<file path="config.mk">
export PLATFORM = sky130hd
export DESIGN_NAME = pq_sort_controller
export DESIGN_NICKNAME = d
export VERILOG_FILES = /design/src/rtl/pq_sort_controller.sv
export SDC_FILE = /design/constraint.sdc
export NUM_CORES = 1
export LEC_CHECK = 0
export CORE_ASPECT_RATIO = 0.9
export CORE_MARGIN = 4
export CORE_UTILIZATION = 40
export DETAILED_ROUTE_END_ITERATION = 16
export PLACE_DENSITY = 0.76
export SYNTH_ARGS = -nofsm -noshare
export SYNTH_HDL_FRONTEND = slang
export SYNTH_SLANG_ARGS = --single-unit
</file>
<file path="constraint.sdc">
create_clock -name CLK -period 2.3 [get_ports CLK]
set_clock_uncertainty 0.05 [all_clocks]
set_input_delay 0.46 -clock CLK [delete_from_list [all_inputs] [get_ports CLK]]
set_output_delay 0.46 -clock CLK [all_outputs]
set_load 0.01 [all_outputs]
</file>
<file path="src/rtl/pq_sort_controller.sv">
// pq_sort_controller
//   Batch sorter front-end for the register-tree priority queue. Keys arrive
//   on a valid/ready input stream and are pushed into the queue one at a time
//   with o_pq_wrt. Once the batch closes, the queue is drained with o_pq_read,
//   and the keys leave in queue-priority order on a valid/ready output stream.
//   After every strobe the controller waits SETTLE_CYCLES idle cycles so the
//   queue's compare-and-swap passes can settle. Only then does it issue the
//   next strobe or sample i_pq_data.
//
//   Optional feature macro: PQ_SORT_CTRL_STATS_EN
//     When defined, this adds o_batch_count (completed batches, wraps) and
//     o_stall_cycles (output backpressure cycles, saturates).
//
//   Handshake semantics, used on both streams:
//     A beat transfers on a rising CLK edge where valid && ready are both high.
//     While valid is high, the source holds its data and valid stable until the
//     transfer. valid never depends on ready in the same cycle.
//
//   A batch closes on the accepted beat that carries i_last, on reaching
//   QUEUE_SIZE keys, or when the queue reports full.

module pq_sort_controller #(
    parameter int QUEUE_SIZE    = 8,
    parameter int DATA_WIDTH    = 16,
    parameter int SETTLE_CYCLES = 8
) (
    input  logic                  CLK,
    input  logic                  RST,
    input  logic                  i_valid,
    output logic                  o_ready,
    input  logic [DATA_WIDTH-1:0] i_data,
    input  logic                  i_last,
    output logic                  o_valid,
    input  logic                  i_ready,
    output logic [DATA_WIDTH-1:0] o_data,
    output logic                  o_last,
    output logic                  o_pq_wrt,
    output logic                  o_pq_read,
    output logic [DATA_WIDTH-1:0] o_pq_data,
    input  logic                  i_pq_full,
    input  logic                  i_pq_empty,
    input  logic [DATA_WIDTH-1:0] i_pq_data,
    output logic [2:0]            o_dbg_state
`ifdef PQ_SORT_CTRL_STATS_EN
    ,
    output logic [15:0]           o_batch_count,
    output logic [31:0]           o_stall_cycles
`endif
);

    localparam int CW = $clog2(QUEUE_SIZE + 1);
    localparam int SW = $clog2(SETTLE_CYCLES + 1);

    typedef enum logic [2:0] {
        FILL_ACCEPT   = 3'd0,
        FILL_SETTLE   = 3'd1,
        DRAIN_SAMPLE  = 3'd2,
        DRAIN_PRESENT = 3'd3,
        DRAIN_SETTLE  = 3'd4
    } state_t;

    state_t        state;
    logic [CW-1:0] count;       // keys currently held by the queue
    logic [SW-1:0] settle_cnt;  // remaining idle cycles after the last strobe
    logic          batch_last;  // the most recently accepted beat closed the batch
    logic          err_flag;    // queue reported empty while keys were expected

    assign o_dbg_state = state;

    // Main controller FSM. Every output is registered here.
    always_ff @(posedge CLK) begin
        if (RST) begin
            state      <= FILL_ACCEPT;
            count      <= '0;
            settle_cnt <= '0;
            batch_last <= 1'b0;
            err_flag   <= 1'b0;
            o_ready    <= 1'b1;
            o_valid    <= 1'b0;
            o_last     <= 1'b0;
            o_data     <= '0;
            o_pq_wrt   <= 1'b0;
            o_pq_read  <= 1'b0;
            o_pq_data  <= '0;
        end else begin
            // Strobes are single-cycle pulses by default.
            o_pq_wrt  <= 1'b0;
            o_pq_read <= 1'b0;
            case (state)
                FILL_ACCEPT: begin
                    if (i_valid && o_ready) begin
                        o_pq_wrt   <= 1'b1;
                        o_pq_data  <= i_data;
                        count      <= count + CW'(1);
                        o_ready    <= 1'b0;
                        batch_last <= i_last;
                        settle_cnt <= SW'(SETTLE_CYCLES);
                        state      <= FILL_SETTLE;
                    end
                end
                FILL_SETTLE: begin
                    if (settle_cnt != '0) begin
                        settle_cnt <= settle_cnt - SW'(1);
                    end else if (batch_last || (count == CW'(QUEUE_SIZE)) || i_pq_full) begin
                        state <= DRAIN_SAMPLE;
                    end else begin
                        o_ready <= 1'b1;
                        state   <= FILL_ACCEPT;
                    end
                end
                DRAIN_SAMPLE: begin
                    o_data  <= i_pq_data;
                    o_valid <= 1'b1;
                    state   <= DRAIN_PRESENT;
                    if (i_pq_empty && (count != '0)) begin
                        // The queue lost track of keys: end the batch here.
                        o_last   <= 1'b1;
                        count    <= '0;
                        err_flag <= 1'b1;
                    end else begin
                        o_last <= (count == CW'(1));
                    end
                end
                DRAIN_PRESENT: begin
                    if (i_ready) begin
                        o_valid <= 1'b0;
                        o_last  <= 1'b0;
                        if (err_flag) begin
                            err_flag <= 1'b0;
                            o_ready  <= 1'b1;
                            state    <= FILL_ACCEPT;
                        end else begin
                            o_pq_read  <= 1'b1;
                            count      <= count - CW'(1);
                            settle_cnt <= SW'(SETTLE_CYCLES);
                            state      <= DRAIN_SETTLE;
                        end
                    end
                end
                DRAIN_SETTLE: begin
                    if (settle_cnt != '0) begin
                        settle_cnt <= settle_cnt - SW'(1);
                    end else if (count != '0) begin
                        state <= DRAIN_SAMPLE;
                    end else begin
                        o_ready <= 1'b1;
                        state   <= FILL_ACCEPT;
                    end
                end
                default: begin
                    o_ready <= 1'b1;
                    state   <= FILL_ACCEPT;
                end
            endcase
        end
    end

`ifdef PQ_SORT_CTRL_STATS_EN
    // Batch completion counter (wraps) and output stall counter (saturates).
    always_ff @(posedge CLK) begin
        if (RST) begin
            o_batch_count  <= '0;
            o_stall_cycles <= '0;
        end else begin
            if ((state == DRAIN_PRESENT) && i_ready && o_last)
                o_batch_count <= o_batch_count + 16'd1;
            if ((state == DRAIN_PRESENT) && !i_ready && (o_stall_cycles != '1))
                o_stall_cycles <= o_stall_cycles + 32'd1;
        end
    end
`endif

endmodule

</file>
# --- Word-level counts from Yosys, hierarchy flattened ---
# Index checks and enable logic that the tools add are counted.
word_totals:
  ff_bits: 50
  input_bits: 39
  output_inout_bits: 40
classes:
  n_addsub: 3
  n_eq_ne: 16
  muxes: 34
  bitwise_logic: 4
  n_reduce_logical: 20
op_table:
  columns: ["cell", "n"]
  rows:
  - ["$mux W4", 8]
  - ["$pmux W4 S3", 2]
  - ["$ne A2 B2 Y1 const B", 9]
  - ["$mux W3", 5]
  - ["$pmux W3 S5", 1]
  - ["$mux W1", 12]
  - ["$reduce_and A5 Y1", 2]
  - ["$reduce_and A8 Y1", 1]
  - ["$reduce_bool A4 Y1", 2]
  - ["$sub A4 B1 Y4 const B", 2]
  - ["$eq A3 B2 Y1 const B", 2]
  - ["$pmux W1 S2", 3]
  - ["$reduce_bool A3 Y1", 2]
  - ["$pmux W1 S5", 1]
  - ["$add A4 B1 Y4 const B", 1]
  - ["$eq A4 B1 Y1 const B", 1]
  - ["$eq A4 B4 Y1 const B", 1]
  - ["$mux W2", 2]
  - ["$not A1 Y1", 4]
  - ["$reduce_and A2 Y1", 2]
  - ["$reduce_and A4 Y1", 1]
  - ["$reduce_or A2 Y1", 2]
  - ["$eq A3 B1 Y1 const B", 1]
  - ["$eq A3 B3 Y1 const B", 1]
  - ["7 further kinds", 9]

# --- Depth between registers and ports, before layout ---
# Gate-level depths: netlist of run 1.
logic_depth:
  word_depth: 6
  ltp_mapped: 7
  ltp_nobuf: 7

# --- Worst setup path before layout of run 1 ---
# No wires, ideal clock.
synth_timing:
  path_kind: "register -> register"
  from: "register state[2], in the netlist o_dbg_state[2]"
  to: "register o_ready"
  setup_time_ns: 0.122
  arrival_time_ns: 1.570
  setup_slack_ns: 0.558
  path_stages_with_launch: 5
  path_buffers: 2
  synth_period_minus_slack_ns: 1.742
  path_cell_list: "dfxtp_1 > buf_4 > or4_1 > buf_2 > a221o_1"
synth_via:
  elab_chain_len: 3
  word_cells_on_any_way: 15
synth_rtl:
  columns: ["element", "line", "rtl"]
  rows:
  - ["start, declared", "62", "state_t state;"]
  - ["start signal, assigned", "73", "state <= FILL_ACCEPT;"]
  - ["start signal, assigned", "98", "state <= FILL_SETTLE;"]
  - ["start signal, assigned", "105", "state <= DRAIN_SAMPLE;"]
  - ["$eq A3 B3 Y1, or another cell as far along", "89", "case (state)"]
  - ["$ne A2 B2 Y1 (no source line) / $not A1 Y1 (equally long branches)", null, null]
  - ["$reduce_and A8 Y1 (no source line)", null, null]
  - ["end signal, assigned", "78", "o_ready <= 1'b1;"]
  - ["end signal, assigned", "95", "o_ready <= 1'b0;"]
  - ["end signal, assigned", "107", "o_ready <= 1'b1;"]
  - ["end, declared", "30", "output logic o_ready,"]
# Parallel ways exist; a longest one is shown, timed or not.
# A chain may end at the register's enable or synchronous reset.

# --- Final worst setup path of run 1 ---
layout_timing:
  from: "register state[2], in the netlist o_dbg_state[2]"
  to: "output port o_dbg_state[2]"
layout_rtl:
  columns: ["element", "line", "rtl"]
  rows:
  - ["end, declared", "43", "output logic [2:0] o_dbg_state"]
# No word-level cell between the ends.

==> metrics.cfg, run 1 <==
[setup_path]
critPathMaxFanout=11
cp.arrival_ns=1.69
cp.required_ns=1.79
r2r_end=settle_cnt[1]
crit_family=buffers and inverters
setup.worst_path.start=o_dbg_state[2]
reg2regPathDepth=5
crit_path_end_kind=output port
max_stage_delay_ns=0.58
slowest_stage=dfxtp_1
crit_path_start_kind=flip-flop
path_buf_inv=2
regToRegSetupSlack_ns=0.30
critPathKind=flip-flop to output port
crit_chain=buf_4 > clkdlybuf4s50_1
worst_r2r_startpoint=o_dbg_state[1]

[route]
drc=0
wl_per_cell_um=13.8
num_vias=2141
ant_nets=0
drtIter0Drc=111
routed_wirelength_mm=5.77
viasPerCell=5.11
drtPass1Iterations=4

[final_layout]
num_antenna_cells=0
layout_common_cells=77 x clkdlybuf4s50_1, 74 x nand2_1, 49 x dfxtp_1
syn_to_final_growth_pct=45.2
drive_gt1_frac=0.0881
fillers=487
fin_nets=395
fin_util=0.604
final_common_cell=clkdlybuf4s50_1

[synthesis]
synth_edf_count=0
ys_seq_area_frac=0.456
synth_ff_type=dfxtp_1
synth.distinct_cells=43
syn-instance-count=267
synth_fp_nets=311
ys.warnings.count=0
avgSynthCellArea_um2=8.23
async_flop_share=0
syn_area_mm2=0.00220
ys_ff_latch=50

[min_path]
holdPathEnd=o_data[5]
worstHoldStart=o_data[5]
hp-class=flip-flop to flip-flop
holdPathStages=2

[timing]
final.period_utilization=0.955
timing.hold.ws_ns=0.407
grt_setup_unrepaired=no
tightestPinTransition_ns=0.941
setup_viol=0
final_max_slew_viol_count=0
fmax_mhz=455
period_needed_ns=2.20
tns_ns=0
relSlewSlack=0.372
finalHoldViolations=0

[placement]
hpwl_mm=4.15
gp_congestion=0.877
io_buffers=78

[grt]
grt_pass1_wl_mm=9.21
antenna_found_initial=0
grt_max_degree=51
globalRouteMet2Util=0.273
track_usage=0.169
gr-total-overflow=0
grt_pass1_vias=2017
grt.met1_usage=0.203
busiest_layer=met2
use_met3=0.0630

[clocking]
cts_sinks=50
path_clk_slew_ns=0.09
htreeDepth=2
insertion_delay_ns=0.30
cts_root_buf=clkbuf_8
cts_tree=yes
max-clock-path-buffers=2
cts_buffers=5

[status]
status=completed

[die]
fp.dieW_um=86.1
rows=25
io_pins=79
core-area_mm2=0.00529
dieArea_mm2=0.00674
start_util=0.416
die_y_um=78.3

[power_and_ir_drop]
worst_ir_drop_vdd_mv=0.626
power.total_mw=3.74
power.density_mw_per_mm2=1170
p_leak_nw=1.16

[flow_run]
maxCapViolCount=0

[kinds of logic after synthesis]
family | Yosys count | synth area share
and+or+nand+nor | 109 | 0.227
AOI/OAI and AO/OA | 76 | 0.224
DFF | 50 | 0.456
buffers and inverters | 24 | 0.0530
adders and majority gates | 5 | 0.0285
xor gates and xnor gates | 3 | 0.0120
[worst max-delay path by stage]
stage	endpoint	cells after the start
floorplan	o_ready	4
global placement	settle_cnt[1]	6
detailed placement	settle_cnt[1]	6
CTS	o_dbg_state[2]	2
global route	o_dbg_state[2]	2
finish	o_dbg_state[2]	2
[per-layer routing]
metal	routed length, um	part of all wire
met1	2490	0.43
met2	2670	0.46
met3	478	0.083
met4	145	0.025
met5	0	0
[power breakdown]
part / leakage (nW) / total, mW / internal (mW) / switching (mW)
Sequential: 0.409 / 1.28 / 1.08 / 0.201
Clock: 0.0514 / 0.616 / 0.325 / 0.292
Combinational: 0.696 / 1.85 / 0.902 / 0.943
[metrics by stage]
step	cell area, um^2	worst slack (ns)	std cells
floorplan	2200	0.558	267
global placement	3080	0.0292	411
detailed placement	3080	-0.0432	411
CTS	3190	0.108	419
global route	3190	0.0341	419
finish	3190	0.104	419
[cells in the mapped netlist (2+ instances only)]
cell type	instances	area [um^2]
clkbuf_1	8	30.0
nand2_1	74	278
a2111oi_1	2	20.0
nor2_1	11	41.3
a2bb2oi_1	2	17.5
xnor2_1	2	17.5
inv_1	9	33.8
buf_2	4	20.0
dfxtp_1	50	1000
nor2b_1	2	12.5
o21ai_0	6	30.0
o21a_1	2	15.0
ha_1	5	62.6
or4_1	2	15.0
a21oi_1	46	230
a211oi_1	7	52.6
nand2b_1	4	25.0
nor3b_1	2	15.0
nor3_1	5	25.0
[sequential cells by signal, indices dropped and copies added (netlist names), 3 cells and up]
name	count
count	4
o_data	16
o_dbg_state	3
o_pq_data	16
settle_cnt	4
[area by class of cell]
| type | count | area (um^2) | share of cell area |
|---|---|---|---|
| Clock buffer | 6 | 72.6 | 0.0227 |
| Clock inverter | 2 | 37.5 | 0.0118 |
| Inverter | 9 | 33.8 | 0.0106 |
| Multi-Input combinational cell | 193 | 1080 | 0.338 |
| Sequential cell | 50 | 1000 | 0.314 |
| Tap cell | 67 | 83.8 | 0.0263 |
| Timing Repair Buffer | 92 | 881 | 0.276 |
[worst reg2reg max path, stage by stage (launching register included)]
cell,delay (ns)
dfxtp_1,0.60
a2111oi_1,0.09
buf_4,0.17
a2111oi_2,0.55
nor2_1,0.09
a2111oi_1,0.35
[repair_timing]
| item | CTS | global route |
|---|---|---|
| hold buffers | 0 | 0 |
| endpoints found under the setup margin | 0 | 1 |
| setup buffers | 0 | 0 |
| gates resized for setup | 0 | 1 |
(Power assumes the default switching activity.)
==> inputs of run 2 (changes only) <==
Settings changed: SKIP_LAST_GASP set to 1.
==> results of run 2 <==
Same layout as run 1: the final DEF is identical, and so are final timing and power.
